File: src/rtl/ip_stream_format_pipe_out.sv
// IP-stream receive stage: pairs buffered packet lines with their header checksum
// verdict, forwards good packets through a single-slot output register and drops the rest.

package ip_stream_format_pipe_out_pkg;
  localparam int MAC_INTERFACE_W = 512;
  localparam int MAC_PADBYTES_W  = $clog2(MAC_INTERFACE_W / 8);
  localparam int TIMESTAMP_W     = 64;
  localparam int IP_HDR_W        = 160;

  typedef struct packed {
    logic [TIMESTAMP_W-1:0] timestamp;
  } tracker_stats_struct;

  typedef struct packed {
    logic [MAC_INTERFACE_W-1:0] data;
    logic [MAC_PADBYTES_W-1:0]  padbytes;
    logic                       last;
    tracker_stats_struct        timestamp;
  } fifo_struct;

  typedef struct packed {
    logic [3:0]  version;
    logic [3:0]  ip_hdr_len;
    logic [7:0]  tos;
    logic [15:0] tot_len;
    logic [15:0] id;
    logic [2:0]  flags;
    logic [12:0] frag_offset;
    logic [7:0]  ttl;
    logic [7:0]  protocol;
    logic [15:0] chksum;
    logic [31:0] source_addr;
    logic [31:0] dest_addr;
  } ip_pkt_hdr;
endpackage

module ip_stream_format_pipe_out
  import ip_stream_format_pipe_out_pkg::*;
#(
  parameter int DATA_WIDTH     = MAC_INTERFACE_W,
  parameter int DATA_BYTES     = DATA_WIDTH / 8,
  parameter int PADBYTES_WIDTH = $clog2(DATA_BYTES),
  parameter int CNT_W          = 32
) (
  input  logic                      clk,
  input  logic                      rst,

  output logic                      data_fifo_out_rd_req,
  input  logic                      data_fifo_out_empty,
  input  fifo_struct                data_fifo_out_rd_data,

  input  logic                      ip_chksum_resp_val,
  input  logic [15:0]               ip_chksum_resp_data,
  output logic                      ip_chksum_resp_rdy,

  output logic                      ip_format_dst_rx_val,
  output logic [DATA_WIDTH-1:0]     ip_format_dst_rx_data,
  output logic                      ip_format_dst_rx_last,
  output logic [PADBYTES_WIDTH-1:0] ip_format_dst_rx_padbytes,
  output tracker_stats_struct       ip_format_dst_rx_timestamp,
  input  logic                      dst_ip_format_rx_rdy,

  output logic [CNT_W-1:0]          ip_pkt_accept_cnt,
  output logic [CNT_W-1:0]          ip_pkt_drop_cnt
);

  typedef enum logic [1:0] {
    HDR_WAIT = 2'd0,
    FWD      = 2'd1,
    DROP     = 2'd2
  } state_t;

  state_t state_reg;
  state_t state_next;

  logic       out_val_reg;
  fifo_struct out_line_reg;

  logic [CNT_W-1:0] accept_cnt_reg;
  logic [CNT_W-1:0] drop_cnt_reg;

  ip_pkt_hdr hdr;
  logic      hdr_fields_ok;
  logic      hdr_ok;
  logic      head_last;
  logic      out_free;
  logic      decide;

  logic      rd_req_next;
  logic      resp_rdy_next;
  logic      load_next;
  logic      accept_inc_next;
  logic      drop_inc_next;

  // Only version and IHL are judged here; the rest of the header is the parser's business.
  function automatic logic hdr_is_ipv4(input ip_pkt_hdr h);
    return (h.version == 4'd4) && (h.ip_hdr_len >= 4'd5);
  endfunction

  assign hdr           = ip_pkt_hdr'(data_fifo_out_rd_data.data[DATA_WIDTH-1 -: IP_HDR_W]);
  assign hdr_fields_ok = hdr_is_ipv4(hdr);
  assign hdr_ok        = hdr_fields_ok && (ip_chksum_resp_data == 16'h0000);
  assign head_last     = data_fifo_out_rd_data.last;

  // The slot can take a line if it is empty or is being emptied this cycle.
  assign out_free = ~out_val_reg | dst_ip_format_rx_rdy;

  // A bad header never needs the slot, so drops are decided regardless of backpressure.
  assign decide = ~data_fifo_out_empty & ip_chksum_resp_val & (out_free | ~hdr_ok);

  always_comb begin
    rd_req_next     = 1'b0;
    resp_rdy_next   = 1'b0;
    load_next       = 1'b0;
    accept_inc_next = 1'b0;
    drop_inc_next   = 1'b0;
    state_next      = state_reg;

    case (state_reg)
      HDR_WAIT: begin
        if (decide) begin
          resp_rdy_next = 1'b1;
          rd_req_next   = 1'b1;
          if (hdr_ok) begin
            load_next       = 1'b1;
            accept_inc_next = 1'b1;
            state_next      = head_last ? HDR_WAIT : FWD;
          end else begin
            drop_inc_next = 1'b1;
            state_next    = head_last ? HDR_WAIT : DROP;
          end
        end
      end

      FWD: begin
        if (~data_fifo_out_empty & out_free) begin
          rd_req_next = 1'b1;
          load_next   = 1'b1;
          if (head_last) begin
            state_next = HDR_WAIT;
          end
        end
      end

      DROP: begin
        if (~data_fifo_out_empty) begin
          rd_req_next = 1'b1;
          if (head_last) begin
            state_next = HDR_WAIT;
          end
        end
      end

      default: begin
        rd_req_next     = 1'bx;
        resp_rdy_next   = 1'bx;
        load_next       = 1'bx;
        accept_inc_next = 1'bx;
        drop_inc_next   = 1'bx;
        state_next      = state_t'(2'bxx);
      end
    endcase
  end

  always_ff @(posedge clk or posedge rst) begin
    if (rst) begin
      state_reg <= HDR_WAIT;
    end else begin
      state_reg <= state_next;
    end
  end

  always_ff @(posedge clk or posedge rst) begin
    if (rst) begin
      out_val_reg  <= 1'b0;
      out_line_reg <= '0;
    end else if (load_next) begin
      out_val_reg  <= 1'b1;
      out_line_reg <= data_fifo_out_rd_data;
    end else if (dst_ip_format_rx_rdy) begin
      out_val_reg  <= 1'b0;
    end
  end

  // Counters wrap naturally at 2^CNT_W.
  always_ff @(posedge clk or posedge rst) begin
    if (rst) begin
      accept_cnt_reg <= '0;
      drop_cnt_reg   <= '0;
    end else begin
      if (accept_inc_next) begin
        accept_cnt_reg <= accept_cnt_reg + 1'b1;
      end
      if (drop_inc_next) begin
        drop_cnt_reg <= drop_cnt_reg + 1'b1;
      end
    end
  end

  assign data_fifo_out_rd_req       = rd_req_next;
  assign ip_chksum_resp_rdy         = resp_rdy_next;

  assign ip_format_dst_rx_val       = out_val_reg;
  assign ip_format_dst_rx_data      = out_line_reg.data;
  assign ip_format_dst_rx_last      = out_line_reg.last;
  assign ip_format_dst_rx_padbytes  = out_line_reg.padbytes;
  assign ip_format_dst_rx_timestamp = out_line_reg.timestamp;

  assign ip_pkt_accept_cnt          = accept_cnt_reg;
  assign ip_pkt_drop_cnt            = drop_cnt_reg;

  a_no_double_count: assert property (@(posedge clk) disable iff (rst)
    !(accept_inc_next && drop_inc_next));

  a_no_pop_when_empty: assert property (@(posedge clk) disable iff (rst)
    rd_req_next |-> !data_fifo_out_empty);

  a_resp_paired_with_pop: assert property (@(posedge clk) disable iff (rst)
    resp_rdy_next |-> rd_req_next);

endmodule

File: config.mk
export PLATFORM = sky130hd
export DESIGN_NAME = ip_stream_format_pipe_out
export DESIGN_NICKNAME = d
export VERILOG_FILES = /design/src/rtl/ip_stream_format_pipe_out.sv
export SDC_FILE = /design/constraint.sdc
export NUM_CORES = 1
export LEC_CHECK = 0
export CORE_AREA = 4 4 492 494
export DETAILED_ROUTE_END_ITERATION = 10
export DIE_AREA = 0 0 496 498
export PLACE_DENSITY_LB_ADDON = 0.08
export SLEW_MARGIN = 20
export SYNTH_ARGS = -nofsm -noshare
export SYNTH_HDL_FRONTEND = slang
export SYNTH_SLANG_ARGS = --single-unit
File: constraint.sdc
create_clock -name clk -period 22.6 [get_ports clk]
set_input_delay 4.52 -clock clk [delete_from_list [all_inputs] [get_ports clk]]
set_output_delay 4.52 -clock clk [all_outputs]
set_load 0.005 [all_outputs]
==> results of run 1 <==
-- through the flow --
stage / utilization (%) / cells
2_1_floorplan: - / 1553
3_3_place_gp: 18.2 / 5928
3_5_place_dp: 18.2 / 5928
4_1_cts: 19.5 / 6103
5_1_grt: 19.5 / 6104
6_report: 19.5 / 6109
-- cell usage after synthesis (2+ instances only) --
cell type	n	area share, %
buf_8	8	0.43
nand3_1	25	0.45
and3_1	8	0.18
ha_1	5	0.23
nor2b_1	2	0.045
o21ai_0	5	0.091
mux2_2	15	0.61
a32o_1	2	0.072
a21oi_1	3	0.054
mux2_4	500	27
nand2_1	23	0.31
nand2b_1	4	0.091
mux2_1	70	2.9
or4_1	3	0.082
dfrtp_1	650	59
nor4_1	6	0.14
and4_1	3	0.095
xnor2_1	45	1.4
xor2_1	17	0.54
nor2_1	22	0.30
buf_12	55	4.0
o211ai_1	2	0.054
nand4_1	25	0.57
clkbuf_1	3	0.041
or3_1	3	0.068
nor3_1	12	0.22
and2_1	8	0.18
inv_1	10	0.14
-- per-layer routing --
layer | global-route usage [%] | wire, um | vias up
met2 | 20.1 | 73100 | 850
met4 | 2.54 | 2550 | 34
met3 | 5.96 | 17300 | 190
met5 | 0 | 210 | -
met1 | 12.2 | 54500 | 9175
li1 | - | - | 8149
-- final timing paths --
path,start,endpoint,slack [ps],cells after the start
setup / recovery,ip_chksum_resp_data[6],data_fifo_out_rd_req,10900,7
hold / removal,ip_format_dst_rx_data[140],ip_format_dst_rx_data[140],480,1
setup reg to reg,state_reg[0],ip_format_dst_rx_data[130],17070,10
hold reg to reg,ip_format_dst_rx_data[140],ip_format_dst_rx_data[140],480,1
max in group asynchronous,rst,ip_format_dst_rx_data[98],15200,6
min in group asynchronous,rst,ip_pkt_accept_cnt[27],4300,3
-- power by group --
group / leakage (nW) / internal [W] / switching (W)
clock network: 1.57 / 0.000918 / 0.000629
registers: 8.42 / 0.00122 / 0.0000402
logic: 9.16 / 0.000262 / 0.000137
-- cell type report --
| type | instances | area [sq um] | area share, % |
|---|---|---|---|
| repair buffers | 1277 | 12800 | 27.6 |
| clock buffers | 141 | 2810 | 6.08 |
| clock inverters | 34 | 363 | 0.783 |
| diodes | 6 | 15.0 | 0.0324 |
| well taps | 3167 | 3960 | 8.56 |
| flip-flops and latches | 650 | 16300 | 35.1 |
| multi-input cells | 824 | 10100 | 21.7 |
| inverters | 10 | 41.3 | 0.0891 |
-- worst max-delay path, stage by stage --
cell             delay, ps
clkdlybuf4s50_1        500
or4_1                  500
nor3_1                 530
nand2_1                330
nand2_1                220
o21ai_0                110
clkdlybuf4s50_1        460
-- logic make-up (layout without fill, tap and decap cells) --
logic type	after synthesis	after routing	synth area share, %
fa+ha+maj	5	5	0.226
flops	650	650	58.9
buf+inv	79	1462	4.68
compound gates	19	19	0.530
mux	585	585	30.6
xor+xnor	62	62	1.97
simple gates	153	153	3.07
other cells	0	6	0
==> run summary, run 1 <==
Sequential-to-total area share from yosys stat: 58.9%
Setup bufs post-CTS: 0
Commonest non-fill, non-tap cells in the layout: 1253 x clkdlybuf4s50_1, 650 x dfrtp_1, 500 x mux2_4, 98 x clkbuf_16, 70 x mux2_1
Post-route setup slack: 10900 ps
Core Rows: 179
# DRC: 0
Slew @ Worst Pin: 1050 ps
Clk_lat worst skew: 720 ps
Total I/O pin count: 1254
Synthesized flop and latch total: 650
Slew headroom: 29.5%
Dpl hpwl: 116 mm
Core area: 0.237 sq mm
Max Slew Vio Count: 0
Pwr dens: 69.3 mW/mm^2
Final critical-path required period: 11700 ps
Final period util: 51.8%
Number of flops mapped to enable cells by yosys: 0
DR vias/cell: 3.01
Data required time of the worst path: 18080 ps
CTS sink count: 650
CTS H-tree lvls: 3
RSZ-0062 raised after global routing: no
Area growth syn-to-layout: 67.7%
CTS resizes: 0
WHS: 482 ps
Total CTS buffers: 97
Hold/Removal Path Class: reg2reg
GR Util All Layers: 11.5%
Nets@finish: 3469
Number of global-route vias before repair: 20400
Setup TNS: 0 ps
Max reg flops: 512
Initial DRC count: 667
Antenna Nets Post-Route: 0
CP Max Fanout: 5
Synth Net Count: 2162
Root Driver: clkbuf_16
Final hold vios: 0
Post-Syn Instances: 1553
Post-synth ARST share: 100%
Main flop type after synthesis: dfrtp_1
Crit path DAT: 7180 ps
Peak VDD IR: 0.0751 mV
Die area: 0.247 sq mm
Overall Power: 0.00321 W
Synth warnings: 0
Achievable Freq: 85.5 MHz
Status: completed
Final setup viols: 0
Hold_buf cts: 0
Layout cells sized above 1: 23.7%
# fillers: 25700
Pleak: 19.1 nW
Reg clk slew, reported paths: 50 ps
Die height: 498 um
WL final: 148 mm
Netlist cell types: 47
CP Launch Type: input port
Initial antenna violation count: 52
Global-route wire length before repair: 195 mm
Dpl ws: 10730 ps
Port bufs: 1253
Gpl congestion: 0.737
GRT overflow: 0
Max Cap Viol: 0
Die width: 496 um
CTS Buffer Depth: 3
Layout Skew: 22.0 ps
Largest net degree at the start of global routing: 116
Crit Path Category: in2out
Drt wl/cell: 24.2 um
Cell Area, Placed: 0.0431 sq mm
Commonest non-fill, non-tap cell in the layout: clkdlybuf4s50_1
Post-synthesis cell area: 0.0276 sq mm
Worst setup EP type: primary output
Detailed Routing Iterations Pass 1: 6
Initial Utilization: 11.6%
Layout Cell Area excl Fill: 0.0463 sq mm
Via Count: 18400
CTS tree: built
Syn Area/Cell: 17.8 sq um
No activity file was read; power rests on OpenSTA's default activity.
==> run 2: changes to the inputs <==
- clock period: 22.6 -> 9.44 ns (I/O delays scaled with it)
==> run 2 against run 1 <==
Compared with the run above: via count is essentially flat; total power grew 140%; setup slack lost 7900 ps; sequential cell count is the same; global-route usage is essentially flat; critical path depth is the same; critical endpoint unchanged; non-clock buffer count grew 7; clock power grew 150%.
==> run summary, run 2 (synthesis gave the netlist of run 1 again) <==
Achievable Freq: 154 MHz
Worst setup EP type: primary output
Slew @ Worst Pin: 1130 ps (+84.7 ps)
Final critical-path required period: 6490 ps
Area growth syn-to-layout: 68.7%
# DRC: 0 (unchanged)
Peak VDD IR: 0.124 mV (+65%)
Slew headroom: 24.4% (-5.1 points)
Final setup viols: 0 (unchanged)
Initial antenna violation count: 53 (+1.9%)
Reg clk slew, reported paths: 50 ps (about the same)
WL final: 147 mm (-0.24%)
Data required time of the worst path: 7550 ps (-10530 ps)
WL met3: 17.9 mm (+3.1%)
Cell Area, Placed: 0.0432 sq mm (+0.27%)
Root Driver: clkbuf_16
Initial Utilization: 11.6% (unchanged)
Hold/Removal Path Class: reg2reg
GR Util All Layers: 11.5% (-0.033 points)
Met1 wire length: 53.9 mm (-1.0%)
Final non-filler cell total: 6117 (+0.13%)
RSZ-0062 raised after global routing: no
Global-route wire length before repair: 195 mm (-0.25%)
Clk_lat worst skew: 720 ps (about the same)
Crit Path Category: in2out
Overall Power: 0.00783 W (+140%)
CP Max Fanout: 5 (unchanged)
# fillers: 25700 (+0.14%)
CTS tree: built
Commonest non-fill, non-tap cell in the layout: clkdlybuf4s50_1
Routed wl met2: 72.3 mm (-1.0%)
CTS H-tree lvls: 3 (unchanged)
Die width: 496 um (unchanged)
Max Cap Viol: 0 (unchanged)
Initial DRC count: 693 (+3.9%)
Final period util: 68.8%
Total CTS buffers: 97 (unchanged)
CTS resizes: 0 (unchanged)
DR vias/cell: 3.01 (about the same)
CTS Buffer Depth: 3 (unchanged)
CTS sink count: 650 (unchanged)
Nets@finish: 3476 (+0.20%)
Core Rows: 179 (unchanged)
Status: completed
Die height: 498 um (unchanged)
Pleak: 19.3 nW (+0.70%)
Layout Skew: 46.5 ps (+24.4 ps)
Hold_buf cts: 0 (unchanged)
Via Count: 18400 (+0.076%)
Detailed Routing Iterations Pass 1: 5 (-1)
Final hold vios: 0 (unchanged)
Largest net degree at the start of global routing: 106 (-8.6%)
GRT overflow: 0 (unchanged)
CP Launch Type: input port
Gpl congestion: 0.723 (-1.9%)
Die area: 0.247 sq mm (unchanged)
Layout Cell Area excl Fill: 0.0466 sq mm (+0.63%)
Antenna Nets Post-Route: 0 (unchanged)
Number of global-route vias before repair: 20200 (-0.86%)
Max reg flops: 512 (unchanged)
Setup TNS: 0 ps (unchanged)
Core area: 0.237 sq mm (unchanged)
Total I/O pin count: 1254 (unchanged)
Max Slew Vio Count: 0 (unchanged)
Drt wl/cell: 24.1 um (-0.37%)
Crit path DAT: 4600 ps (-2580 ps)
Pwr dens: 168 mW/mm^2 (+140%)
Dpl hpwl: 116 mm (+0.36%)
Port bufs: 1253 (unchanged)
Top layer in use: met5
WHS: 481 ps (-1.45 ps)
Setup bufs post-CTS: 0 (unchanged)
Commonest non-fill, non-tap cells in the layout: 1253 x clkdlybuf4s50_1, 650 x dfrtp_1, 500 x mux2_4, 98 x clkbuf_16, 70 x mux2_1
Layout cells sized above 1: 24.1% (+0.34 points)
Placed Cells incl. Taps: 5935 (+0.12%)
-- run 2: power by group --
part | total (W) | internal [W] | switching (W)
sequential | 0.00302 | 0.00293 | 0.0000945
clock | 0.00385 | 0.00232 | 0.00153
combinational | 0.000952 | 0.000627 | 0.000325
-- run 2: per-stage QoR --
| stage | setup slack (ps) | util (%) |
|---|---|---|
| global placement | 2850 | 18.2 |
| global route | 2700 | 19.6 |
| CTS | 2750 | 19.6 |
| detailed placement | 2760 | 18.2 |
| floorplan | -1330 | - |
| finish | 2950 | 19.6 |
-- run 2: layer usage --
layer / vias to the layer above / GRT usage (%)
met5: - / 0
met4: 32 / 2.73
met3: 204 / 6.17
met2: 824 / 19.9
met1: 9197 / 12.1
li1: 8155 / -
-- run 2: final cells by class --
| type | count | area, sq um | area share, % |
|---|---|---|---|
| repair buffers | 1284 | 12900 | 27.7 |
| diodes | 6 | 15.0 | 0.0322 |
| inverters | 10 | 41.3 | 0.0886 |
| multi-input cells | 824 | 10100 | 21.6 |
| clock inverters | 24 | 350 | 0.752 |
| well taps | 3167 | 3960 | 8.50 |
| flip-flops and latches | 650 | 16300 | 34.9 |
| clock buffers | 152 | 3010 | 6.45 |
-- run 2: worst paths after layout --
kind / depth (start not counted) / to / from / slack [ps]
max: 7 / data_fifo_out_rd_req / ip_chksum_resp_data[5] / 2950
min: 1 / ip_format_dst_rx_data[144] / ip_format_dst_rx_data[144] / 480
max reg2reg: 7 / ip_format_dst_rx_data[334] / state_reg[0] / 5820
min reg2reg: 1 / ip_format_dst_rx_data[144] / ip_format_dst_rx_data[144] / 480
max in group asynchronous: 4 / ip_format_dst_rx_data[201] / rst / 5960
min in group asynchronous: 2 / ip_format_dst_rx_data[485] / rst / 1670
-- run 2: critical path, cell delays in order --
cell	delay (ps)
clkdlybuf4s50_1	430
or4_1	560
nor3_1	590
nand2_1	320
nand2_1	200
o21ai_0	140
clkdlybuf4s50_1	470
